### src/rtl/sm_display_pkg.sv
// Shared types and helpers for the sign-magnitude BCD display: FSM states,
// segment constants, the 7-segment lookup and the magnitude-width rule.
package sm_display_pkg;

  typedef enum logic [1:0] {IDLE, SHIFT, DONE} state_e;

  localparam logic [6:0] SEG_BLANK = 7'h7F;
  localparam logic [6:0] SEG_MINUS = 7'h3F;

  // Active-low gfedcba; anything outside 0-9 shows blank.
  function automatic logic [6:0] seg7(input logic [3:0] nib);
    case (nib)
      4'd0:    return 7'h40;
      4'd1:    return 7'h79;
      4'd2:    return 7'h24;
      4'd3:    return 7'h30;
      4'd4:    return 7'h19;
      4'd5:    return 7'h12;
      4'd6:    return 7'h02;
      4'd7:    return 7'h78;
      4'd8:    return 7'h00;
      4'd9:    return 7'h10;
      default: return SEG_BLANK;
    endcase
  endfunction

  function automatic int mag_width(input int size, input string sgn);
    return (sgn == "Yes") ? size - 1 : size;
  endfunction

endpackage

### src/rtl/seg7_decode.sv
// Combinational 7-segment decoder for the scan-selected digit.
module seg7_decode
  import sm_display_pkg::*;
(
  input  logic [3:0] nibble,
  output logic [6:0] segments
);
  assign segments = seg7(nibble);
endmodule

### src/rtl/sm_bcd_display.sv
// Counter-value consumer: sequential shift-add-3 binary-to-BCD conversion with
// a start/busy/valid handshake, driving a multiplexed active-low 7-seg display.
module sm_bcd_display
  import sm_display_pkg::*;
#(
  parameter int    Size    = 5,
  parameter string Signed  = "Yes",
  parameter int    Digits  = 2,
  parameter int    ScanDiv = 1000
) (
  input  logic                  Clock,
  input  logic                  Reset,
  input  logic [Size-1:0]       Data,
  input  logic                  Load,
  output logic                  Busy,
  output logic                  Valid,
  output logic                  Sign,
  output logic [4*Digits-1:0]   Bcd,
  output logic [6:0]            Segments,
  output logic [Digits:0]       Anodes
);

  localparam int     MagW     = mag_width(Size, Signed);
  localparam bit     IsSigned = (Signed == "Yes");
  localparam int     BW       = 4 * Digits;
  localparam int     CW       = (MagW > 1) ? $clog2(MagW) : 1;
  localparam int     AW       = Digits + 1;
  localparam int     IW       = $clog2(Digits + 1);
  localparam int     PW       = (ScanDiv > 1) ? $clog2(ScanDiv) : 1;
  localparam longint MaxMag   = (longint'(1) << MagW) - 1;
  localparam longint Pow10    = longint'(10) ** Digits;

  if (Pow10 <= MaxMag) begin : g_digits_check
    $error("Digits too small for the magnitude range");
  end
  if (ScanDiv < 1) begin : g_scan_check
    $error("ScanDiv must be at least 1");
  end

  // ---------------- converter ----------------
  state_e          state;
  logic [BW-1:0]   work_bcd, adj;
  logic [MagW-1:0] work_mag;
  logic            work_sign;
  logic [CW-1:0]   bit_cnt;

  always_comb begin
    adj = work_bcd;
    for (int i = 0; i < Digits; i++)
      if (work_bcd[4*i +: 4] >= 4'd5) adj[4*i +: 4] = work_bcd[4*i +: 4] + 4'd3;
  end

  always_ff @(posedge Clock) begin
    if (!Reset) begin
      state     <= IDLE;
      Busy      <= 1'b0;
      Valid     <= 1'b0;
      Sign      <= 1'b0;
      Bcd       <= '0;
      work_bcd  <= '0;
      work_mag  <= '0;
      work_sign <= 1'b0;
      bit_cnt   <= '0;
    end else begin
      Valid <= 1'b0;
      case (state)
        IDLE: if (Load) begin
          work_mag  <= Data[MagW-1:0];
          work_bcd  <= '0;
          // negative zero collapses to plain zero
          work_sign <= IsSigned && Data[Size-1] && (Data[MagW-1:0] != '0);
          bit_cnt   <= CW'(MagW - 1);
          Busy      <= 1'b1;
          state     <= SHIFT;
        end
        SHIFT: begin
          {work_bcd, work_mag} <= {adj, work_mag} << 1;
          bit_cnt              <= bit_cnt - 1'b1;
          if (bit_cnt == '0) state <= DONE;
        end
        DONE: begin
          Bcd   <= work_bcd;
          Sign  <= work_sign;
          Valid <= 1'b1;
          Busy  <= 1'b0;
          state <= IDLE;
        end
        default: state <= IDLE;
      endcase
    end
  end

  // ---------------- display scanner ----------------
  logic [PW-1:0] pre;
  logic [IW-1:0] idx;
  logic [3:0]    nib;
  logic          hi_zero;
  logic [6:0]    seg_dec, seg_next;

  always_comb begin
    nib     = '0;
    hi_zero = 1'b1;
    for (int i = 0; i < Digits; i++) begin
      if (IW'(i) == idx) nib = Bcd[4*i +: 4];
      if (IW'(i) >= idx && Bcd[4*i +: 4] != 4'd0) hi_zero = 1'b0;
    end
    if (idx == IW'(Digits))            seg_next = Sign ? SEG_MINUS : SEG_BLANK;
    else if (idx != '0 && hi_zero)     seg_next = SEG_BLANK;
    else                               seg_next = seg_dec;
  end

  seg7_decode u_dec (.nibble(nib), .segments(seg_dec));

  always_ff @(posedge Clock) begin
    if (!Reset) begin
      pre      <= '0;
      idx      <= '0;
      Segments <= SEG_BLANK;
      Anodes   <= '1;
    end else begin
      if (pre == PW'(ScanDiv - 1)) begin
        pre <= '0;
        idx <= (idx == IW'(Digits)) ? '0 : idx + 1'b1;
      end else begin
        pre <= pre + 1'b1;
      end
      Anodes   <= ~(AW'(1) << idx);
      Segments <= seg_next;
    end
  end

endmodule

### config.mk
export PLATFORM = sky130hd
export DESIGN_NAME = sm_bcd_display
export DESIGN_NICKNAME = d
export VERILOG_FILES = /design/src/rtl/sm_display_pkg.sv /design/src/rtl/seg7_decode.sv /design/src/rtl/sm_bcd_display.sv
export SDC_FILE = /design/constraint.sdc
export NUM_CORES = 1
export LEC_CHECK = 0
export CAP_MARGIN = 10
export CORE_ASPECT_RATIO = 2
export CORE_MARGIN = 2
export CORE_UTILIZATION = 54
export DETAILED_ROUTE_END_ITERATION = 12
export GPL_TIMING_DRIVEN = 0
export PLACE_DENSITY = 0.84
export SYNTH_ARGS = -nofsm -noshare
export SYNTH_HDL_FRONTEND = slang
export SYNTH_SLANG_ARGS = --single-unit
### constraint.sdc
create_clock -name Clock -period 1.9 [get_ports Clock]
set_input_delay 0.38 -clock Clock [delete_from_list [all_inputs] [get_ports Clock]]
set_output_delay 0.38 -clock Clock [all_outputs]
set_load 0.005 [all_outputs]
After elaboration in Yosys (flattened, before gate mapping). Memory sizes are Yosys's and may differ from the RTL's. Cells that the tools add are included.

Register bits after elaboration: 50. Memory bits (read-only): 112. Bits of input ports: 8. Output and inout bits: 21. Logic and storage cells: 73. Memories kept: 1.

Add/sub/neg operators: 5. $lt $le $gt $ge: 4. Equal/unequal tests: 7. Shift-type cells: 1. Mux-type cells: 22. Bitwise logic cells: 2. Reduce and logical (&&, ||, !) cells: 18.

Memory list: (name not given) (depth 16, bits a word 7, read ports 1, clocked after memory_dff 0, wr ports 0, RTL line sm_display_pkg.sv:12) `case (nib)`.

Operators with widths (number): 7-bit 2-to-1 mux (3); 4-bit 2-to-1 mux (4); 8-bit one-hot mux with 2 select lines (1); 4-bit nonzero test (3); 10-bit by 1-bit adder with 10-bit output, second input constant (1); 10-bit == test, second input constant (1); 4-bit by 3-bit >= comparator with 1-bit output, second input constant (2); 2-bit 2-to-1 mux (4); 8-bit 2-to-1 mux (1); 2-bit one-hot mux with 2 select lines (2); 4-bit one-hot mux with 2 select lines (1); 2-bit AND reduction (4); 2-bit zero test (3); 2-bit nonzero test (3); 4-bit by 2-bit adder with 4-bit output, second input constant (1); 2-bit == test, second input constant (2); 1-bit by 2-bit >= comparator with 1-bit output, first input constant (2); 1-bit logical AND (4); 1-bit 2-to-1 mux (4); 2-bit inequality test, second input constant (2); 3-bit by 2-bit adder with 3-bit output, second input constant (1); 3-bit 2-to-1 mux (1); 3-bit NOT (1); 1-bit by 2-bit left shift with 3-bit output, first input constant (1); 7 further kinds (7).

Logic depth before layout (Yosys ltp). Gate-level depths: netlist of the first run.

Depth after elaboration: 7. Mapped depth: 8.

Hierarchy. A second synthesis of the first run with hierarchy kept.

Cells, all modules: 269. Area total of the unflattened synthesis: 2233.4 um^2.

Modules (own cells, without submodules): sm_bcd_display (times used 1, cells an instance 236, area an instance 2023.2 um^2); seg7_decode (times used 1, cells an instance 33, area an instance 210.2 um^2).

Least setup slack after synthesis of the first run. OpenSTA, ideal clock, no wires.

Kind: flip-flop to flip-flop. Start: reg idx[0]. End: reg Segments[4]. Setup time: 120 ps. Arrival: 1416 ps. Required time: 1780 ps. Slack: 364 ps. Cell stages (with the launch flop): 9. Path buffers: 1. Period minus slack after synthesis: 1536 ps. Path through: dfxtp_1 -> buf_4 -> mux2i_1 -> nor2_1 -> inv_1 -> ha_1 -> nor2_1 -> a22o_1 -> o31a_1.

Word-level cells in the longest chain between the ends: 7.

Ends and longest elaborated chain: start: declaration (RTL line sm_bcd_display.sv:95) `logic [IW-1:0] idx;`; start signal: assignment (RTL line sm_bcd_display.sv:123) `idx <= (idx == IW'(Digits)) ? '0 : idx + 1'b1;`; parallel branches: the longest is 6 deep, another holds memory read 16 x 7 bit; 7-bit 2-to-1 mux * (RTL line sm_bcd_display.sv:107) `if (idx == IW'(Digits)) seg_next = Sign ? SEG_MINUS : SEG_BLANK;`; end signal: assignment (RTL line sm_bcd_display.sv:128) `Segments <= seg_next;`; end: declaration (RTL line sm_bcd_display.sv:19) `output logic [6:0] Segments,`.

Every way passes the cells marked *. A chain may end at the register's enable or synchronous reset.

Worst setup path in the final report of the first run.
Start: reg idx[0]. End: reg Segments[3].

Same word-level chain as after synthesis.

==> results.md, run 1 <==
- Detailed routing inserted a total of 1810 vias.
- Hold timing on the final database bottoms out at a slack of 0.390 ns.
- The end of the worst hold path is Anodes[1].
- The detailed-route DRC error count is 0.
- The die footprint is ~4600 um^2.
- The number of fill cells is about 340.
- The startpoint type of the worst setup path is a register.
- In the post-route analysis, the smallest setup slack over all paths is 0.164 ns.
- The proportion of layout cells with a drive suffix above 1 is 7.39%.
- The count of different cell masters after synthesis is 45.
- The number of global-route vias before repair was between 1500 and 2000.
- In this run, the clock network consumes 36.6% of the power.
- The floorplan step defined a core boundary enclosing roughly 3900 um^2.
- The power density over cell area is around 770 nW/um^2.
- The area added between synthesis and finish is 20.6%.
- In this run the core area contains 32 standard-cell rows.
- Dividing the detail-routed wire length by the instance count gives ~13 um.
- After layout, the worst path uses 91.3% of the clock period.
- In this run the critical register-to-register path is captured at Segments[3].
- The TritonCTS buffer count is 5.
- The design draws between 2000 and 2500 uW.
- Entering global routing, the biggest net connects 17 pins.
- The category of the worst setup path capture point is a register.
- Synthesis produced approximately 250 cells.
- The final hold violation count is 0.
- Along the worst hold path, the cell count comes to 2.
- After detailed placement, the total cell area comes to 2510 um^2.
- The number of buffers on the longest clock path is 2.
- The slew at the pin closest to its max-slew limit is 0.635 ns.
- After synthesis, the share of flip-flops with an asynchronous set or reset is 0%.
- In this run the remaining antenna-violating nets after routing total 0.
- The required time at the worst-slack endpoint is 2.07 ns.
- For this run, the number of standard cells in the final layout without fillers is approximately 340.
- The count of buffers added on input and output ports is 27.
- The floorplan step set the die width to 48.9 um.
- Across the run, the number of max-cap violations was 0.
- The clock reaches the later pin of the worst-skew pair after around 0.30 ns.
- Setup violations remaining at the end of the flow were counted as 0.
- The number of detailed-route iterations in the first pass is 4.
- The worst setup path is of the register to register kind.
- The buffers inserted during post-CTS setup optimization is 0.
- The hold path startpoint is Reset.
- The Yosys step of the flow raised 0 warnings.
- The finished cells cover ~2600 um^2.
- The peak ir drop on the vdd network is roughly 0.81 mV.
- Summing every instance area after synthesis gives 2180 um^2.
- For this run, the register share of the synthesized area comes to a little under half.
- The CTS tree is built.
- The dominant register cell in the synthesized netlist is sky130_fd_sc_hd__dfxtp_1.
- The upper clock frequency limit is between 500 and 600 MHz.
- The proportion of power drawn by combinational gates is around 8.9%.
- At the worst endpoint, the arrival time is roughly 1.9 ns.
- In this run, post-CTS repair resized a total of 0 instances.
- The leakage power is 0.000982 uW.
- The floorplan die height is about 94 um.
- The register clock-pin slew on the reported worst setup and hold paths is 0.09 ns.
- After detailed placement, the design holds a cell count of 327.
- For flop-to-flop paths, the worst setup slack is around 0.16 ns.
- The number of I/O pins is 29.
- The final routed wirelength across all metal layers is approximately 4.5 mm.
- The clock tree root driver cell is sky130_fd_sc_hd__clkbuf_8.
- Summed over all layers, the global routing overflow is 0.
- In this run the worst path has a maximum fanout of 10.
- The net total in the final layout is just over 300.
- The number of synthesized flops with an enable pin is 0.
- The first global-routing pass estimated 7.75 mm of wire.
- The type of the worst min-delay path is input pin to register.
- Internal power comes to ~1600 uW.
- For this configuration, the core starts out at a cell density of 56.1%.
- The number of DRC markers after the initial detailed-route iteration is 39.
- The H-tree generated during clock tree synthesis spans 2 levels.
- The hold-fix buffer count after cts is 0.
- Headroom to the max-slew limit came out at between 50% and 60%.
- For this design, the sink count on the clock tree is 50.
- Dividing the synthesized area by the synthesized cell count gives between 8 and 9 um^2.
- The source of the worst register-to-register timing path is idx[0].
- For the worst flop-to-flop path, the logic depth is 7.
- The max-slew violation total from the final report is 0.
- The global router's overall resource usage is about 22%.
- The global placer's final weighted congestion is ~0.83.
- Setup repair after global routing left no endpoint under its margin.
- Counting flops and latches in the post-synthesis netlist gives 50.
- The number of antenna violations at the first check in global routing is 0.
- Detailed placement ended at an HPWL of 3.36 mm.
- The final critical-path required period is roughly 1.7 ns.
- The average via count per standard cell is 5.40.
- Sequential cells burn between 50% and 60% of the power.
- Synthesis produced a netlist with a net count of 268.
- The antenna diode count is 0.
- The net switching power figure is between 400 and 500 uW.
- The minimum setup slack after placement is -0.0323 ns.
- The setup skew after layout is 0.00947 ns.
- The run finished with clean final reports.
- Of the total power, the share spent switching nets is 23.5%.
- Tracing the worst setup path back leads to its startpoint at idx[0].
-- worst max-delay path, stage by stage, from the launching register on --
cell and delay, ns:
sky130_fd_sc_hd__dfxtp_1 0.36, sky130_fd_sc_hd__buf_4 0.19, sky130_fd_sc_hd__mux2i_1 0.09, sky130_fd_sc_hd__nor2_1 0.25
sky130_fd_sc_hd__inv_1 0.14, sky130_fd_sc_hd__ha_1 0.33, sky130_fd_sc_hd__mux2i_1 0.17, sky130_fd_sc_hd__o21ai_0 0.09
-- metal layers --
metal  vias up  track usage [%]  wire [um]
met4         0             11.2        112
met1       848             18.6       1660
met5         -                0          0
met2        33             43.2       2580
met3        12             5.57        117
li1        917                -          -
-- state kept, by name, indices dropped and copies added (netlist names) --
register   count
Anodes         3
Busy           1
bit_cnt        2
Bcd            8
state          2
work_bcd       8
Segments       7
pre           10
work_sign      1
Sign           1
Valid          1
idx            2
work_mag       4
-- area by class of cell --
type / instances / area, um^2 / area share [%]
Buffer: 10 / 52.6 / 2.00
Sequential cell: 50 / 1000 / 38.1
Clock buffer: 5 / 68.8 / 2.62
Inverter: 14 / 52.6 / 2.00
Clock inverter: 3 / 45.0 / 1.71
Tap cell: 51 / 63.8 / 2.43
Timing Repair Buffer: 27 / 270 / 10.3
Multi-Input combinational cell: 175 / 1070 / 40.9
-- per-stage QoR --
| stage | util (%) | TNS, ns |
|---|---|---|
| after floorplan | - | 0 |
| after global placement | 64.7 | 0 |
| after detailed placement | 64.7 | -0.0462 |
| after CTS | 67.7 | 0 |
| after global routing | 67.7 | 0 |
| final | 67.7 | 0 |
-- worst max-delay path by stage --
stage             endpoint  cells past startpoint
6_report       Segments[3]                      7
5_1_grt             idx[0]                      6
4_1_cts        Segments[4]                      8
3_5_place_dp   work_bcd[3]                      6
3_3_place_gp   work_bcd[3]                      6
2_1_floorplan  Segments[4]                      8
-- power by group through the flow --
stage                     Clock (uW)  Sequential, uW  Combinational [uW]
final                            744            1110                 180
after detailed placement           0            1130                 179
after global routing             803            1110                 200
after global placement             0            1130                 173
after floorplan                    0            1130                 109
after CTS                        758            1110                 181
-- cells in the mapped netlist (all sizes together) (2+ instances only) --
| library cell | count | area share, % |
|---|---|---|
| a21oi | 21 | 4.8 |
| mux2 | 2 | 1.0 |
| a22oi | 2 | 0.69 |
| nand4b | 2 | 0.80 |
| ha | 11 | 6.3 |
| nand3b | 2 | 0.69 |
| inv | 13 | 2.2 |
| nand2 | 34 | 5.9 |
| o32ai | 2 | 0.80 |
| buf | 6 | 1.7 |
| xor2 | 4 | 1.6 |
| nand3 | 6 | 1.4 |
| a311oi | 3 | 1.2 |
| nand2b | 5 | 1.4 |
| xnor2 | 6 | 2.4 |
| mux2i | 6 | 2.8 |
| o21ai | 10 | 2.3 |
| clkbuf | 4 | 0.69 |
| dfxtp | 50 | 46 |
| or2 | 3 | 0.86 |
| nor3 | 7 | 1.6 |
| nor2 | 30 | 5.2 |
| a22o | 2 | 0.80 |
-- placed cells by master, fill, tap and decap left out, types with 7 or more instances in the layout --
master / instances
sky130_fd_sc_hd__nor2_1: 30
sky130_fd_sc_hd__a21oi_1: 21
sky130_fd_sc_hd__nor3_1: 7
sky130_fd_sc_hd__dfxtp_1: 50
sky130_fd_sc_hd__ha_1: 11
sky130_fd_sc_hd__o21ai_0: 10
sky130_fd_sc_hd__inv_1: 13
sky130_fd_sc_hd__clkdlybuf4s50_1: 27
sky130_fd_sc_hd__nand2_1: 34
-- cell families after synthesis --
group	count (synthesis)	share of synthesized area (%)
compound gates	51	15.4
xor+xnor	10	4.02
fa+ha+maj	11	6.31
buf+inv	24	4.82
flops	50	45.9
mux	8	3.79
simple gates	95	19.7
No activity file was read; power rests on OpenSTA's default activity.
==> run 2, diff against run 1 <==
--- a/config.mk
+++ b/config.mk
@@ -8,10 +8,12 @@
 export CAP_MARGIN = 10
 export CORE_ASPECT_RATIO = 2
 export CORE_MARGIN = 2
-export CORE_UTILIZATION = 54
+export CORE_UTILIZATION = 56
+export CTS_BUF_LIST = sky130_fd_sc_hd__clkbuf_8
+export CTS_CLUSTER_DIAMETER = 80
 export DETAILED_ROUTE_END_ITERATION = 12
 export GPL_TIMING_DRIVEN = 0
-export PLACE_DENSITY = 0.84
+export PLACE_DENSITY = 0.86
 export SYNTH_ARGS = -nofsm -noshare
 export SYNTH_HDL_FRONTEND = slang
 export SYNTH_SLANG_ARGS = --single-unit
==> results.md, run 2 (synthesis gave the netlist of run 1 again) <==
- The met1 track demand over resource in global routing came to 22.0% (+3.3 points).
- The upper clock frequency limit came to 575 MHz (-0.29%).
- By startpoint and endpoint, the worst setup path is classified as register to register.
- The proportion of power drawn by combinational gates is 8.8% (about the same).
- The maximum number of pins on one net before global-route repair is 16 (-1).
- The CTS tree is built.
- The area added between synthesis and finish was 20.5% (about the same).
- The slew at the pin closest to its max-slew limit is 0.630 ns (-0.00512 ns).
- The count of antenna-violating nets left after detailed routing is 0 (unchanged).
- The part of the power in registers is 54.8% (+0.3 points).
- The global router's overall resource usage came to 23.3% (+1.7 points).
- The average via count per standard cell is 5.54 (+2.6%).
- The number of antenna violations at the first check in global routing was 0 (unchanged).
- The required time at the worst-slack endpoint is 2.10 ns (+0.03 ns).
- The number of setup violations in the final report is 0 (unchanged).
- The width of the die is 48.1 um (-1.7%).
- The number of detailed-route iterations in the first pass was 4 (unchanged).
- The global placer's final weighted congestion was 0.861 (+3.2%).
- The register clock-pin slew on the reported worst setup and hold paths was 0.09 ns (about the same).
- The total placed cells including tap cells is 327 (unchanged).
- The peak ir drop on the vdd network is 0.748 mV (-7.6%).
- The leakage power came to 0.000990 uW (+0.84%).
- The minimum setup slack after placement is -0.0176 ns (+0.0147 ns).
- The global-route track usage on met3 is 3.54% (-2.0 points).
- The setup skew after layout is 0.00886 ns (-0.000608 ns).
- The final hold violation count is 0 (unchanged).
- The final routed wirelength across all metal layers is 4.57 mm (+2.4%).
- The switching power share of the total is 23.3% (-0.17 points).
- The power density over cell area was 770 nW/um^2 (-0.44%).
- The largest individual stage delay along the critical path comes from the cell sky130_fd_sc_hd__dfxtp_1.
- The flow ran to the end, and the final reports show no timing, DRC or antenna violations.
- The number of DRC markers after the initial detailed-route iteration is 38 (-2.6%).
- The number of fill cells came to 303 (-11%).
- The antenna diode count is 0 (unchanged).
- The critical path arrival is 1.94 ns (+0.03 ns).
- The max-cap violation count is 0 (unchanged).
- The via count of the routed design came to 1857 (+2.6%).
- The TritonCTS buffer count is 5 (unchanged).
- The net total in the final layout is 302 (unchanged).
- The number of buffers on the longest clock path is 2 (unchanged).
- The most frequent cell on the critical path is sky130_fd_sc_hd__nor2_1.
- The number of buffers added on ports came to 27 (unchanged).
- The number of global-route vias before repair is 1819 (-1.9%).
- The internal power summed over all cells came to 1550 uW (-0.27%).
- More flip-flops sit in one register than any other, and that register is pre.
- The library cell used most frequently in the layout, excluding fill and tap cells, is sky130_fd_sc_hd__dfxtp_1.
- The total design power is 2020 uW (-0.49%).
- STA classifies the critical path endpoint as a register.
- The maximum net fanout on the critical path is 10 (unchanged).
- The buffers inserted during post-CTS setup optimization is 0 (unchanged).
- The period utilization is 91.6% (+0.26 points).
- The final critical-path required period was 1.74 ns (+0.00498 ns).
- The proportion of layout cells with a drive suffix above 1 is 7.39% (unchanged).
- The clock power share came to 36.4% (-0.2 points).
- The detailed-route DRC error count is 0 (unchanged).
- The remaining global-route overflow was 0 (unchanged).
- The net switching power figure came to 471 uW (-1.2%).
- The tree is rooted in a sky130_fd_sc_hd__clkbuf_8.
- The largest registers in the layout are pre: 10 flops, Bcd: 8 flops, work_bcd: 8 flops.
- The max-slew violation total from the final report is 0 (unchanged).
- The flip-flop count of the largest register after layout came to 10 (unchanged).
- The core box area is 3800 um^2 (-2.1%).
- The startpoint type of the worst setup path is a register.
- Setup repair after global routing left no endpoint under its margin.
- The detail-routed net length per standard cell is 13.6 um (+2.4%).
- The number of placement rows came to 32 (unchanged).
- The number of I/O pins was 29 (unchanged).
- The relative slew slack is 57.9% (+0.34 points).
- The worst-case setup margin in the final layout is 0.159 ns (-0.00498 ns).
- The maximum cell stage delay along the critical path came to 0.38 ns (+0.02 ns).
- The met2 track demand over resource is 43.9% (+0.74 points).
- The effective utilization at floorplan was 57.3% (+1.2 points).
- Leaving out fill and tap cells, the most frequent cells in the layout are sky130_fd_sc_hd__dfxtp_1 (50), sky130_fd_sc_hd__nand2_1 (34), sky130_fd_sc_hd__nor2_1 (30), sky130_fd_sc_hd__clkdlybuf4s50_1 (27), sky130_fd_sc_hd__a21oi_1 (21).
- The register cell area after layout came to 1000 um^2 (unchanged).
- The die footprint is 4440 um^2 (-3.3%).
- The final cell count without fillers came to 335 (unchanged).
- The global routing stage identified its most utilized layer as met2.
- Traced cell by cell, the critical path runs through buf_6 -> mux2i_1 -> nor2_1 -> inv_1 -> ha_1 -> nor2_1 -> a22o_1 -> o31a_1.
- The footprint of the multi-input gates is 1070 um^2 (unchanged).
- The number of levels the H-tree was split into is 2 (unchanged).
- The hold-fix buffer count after cts is 0 (unchanged).
- The post-cts gate resize count is 0 (unchanged).
- The tightest min-delay check is of the input pin to register type.
- The CTS sink count is 50 (unchanged).
- The clock insertion delay at the later pin of the skew report is 0.30 ns (about the same).
- The half-perimeter wire length of the detailed placement result is 3.47 mm (+3.2%).
- The floorplan die height is 92.2 um (-1.7%).
- The first-pass GRT wire length is 7.63 mm (-1.5%).
-- run 2: cell types whose count changed in the layout (fill, tap and decap cells not counted), sizes merged --
cell      change
clkinvlp      -2
clkinv        +2
-- run 2: routing by layer --
metal | vias to the layer above | wire [um] | part of all wire (%)
li1 | 921 | - | -
met3 | 8 | 132 | 2.9
met1 | 889 | 1640 | 36
met4 | 0 | 106 | 2.3
met2 | 39 | 2690 | 59
met5 | - | 0 | 0
-- run 2: final timing paths --
check	startpoint	endpoint	slack (ns)	cells after the start
min	Reset	Anodes[1]	0.41	2
min reg2reg	pre[0]	pre[0]	0.46	1
max reg2reg	idx[0]	Segments[4]	0.16	8
max	idx[0]	Segments[4]	0.16	8
-- run 2: worst max-delay path, delay by kind of cell (launching register included) --
kind                       cells  cell delay, ns
and+or+nand+nor                2            0.18
muxes                          1            0.19
adders and majority gates      1            0.19
buffers and inverters          2            0.28
DFF                            1            0.38
AOI/OAI and AO/OA              2            0.42
-- run 2: area by class of cell --
type                       instances  share of cell area, %
tap                               51                   2.43
clock inverter                     3                   1.52
sequential                        50                   38.1
clock buffer                       5                   2.62
buffer                            10                   2.14
multi-input combinational        175                   40.9
timing repair buffer              27                   10.3
inverter                          14                   2.00
-- run 2: power by group through the flow --
stage               sequential [uW]  combinational, uW  clock (uW)
finish                         1110                177         737
global route                   1110                200         787
CTS                            1110                178         736
detailed placement             1130                177           0
global placement               1130                172           0
floorplan                      1130                109           0
-- run 2: through the flow --
stage / hold slack (ns) / setup TNS, ns / utilization, % / cell area, um^2
floorplan: 0.418 / 0 / - / 2180
global placement: 0.428 / 0 / 66.1 / 2510
detailed placement: 0.447 / -0.0203 / 66.1 / 2510
CTS: 0.397 / 0 / 68.9 / 2620
global route: 0.414 / 0 / 69.0 / 2630
finish: 0.406 / 0 / 69.0 / 2630
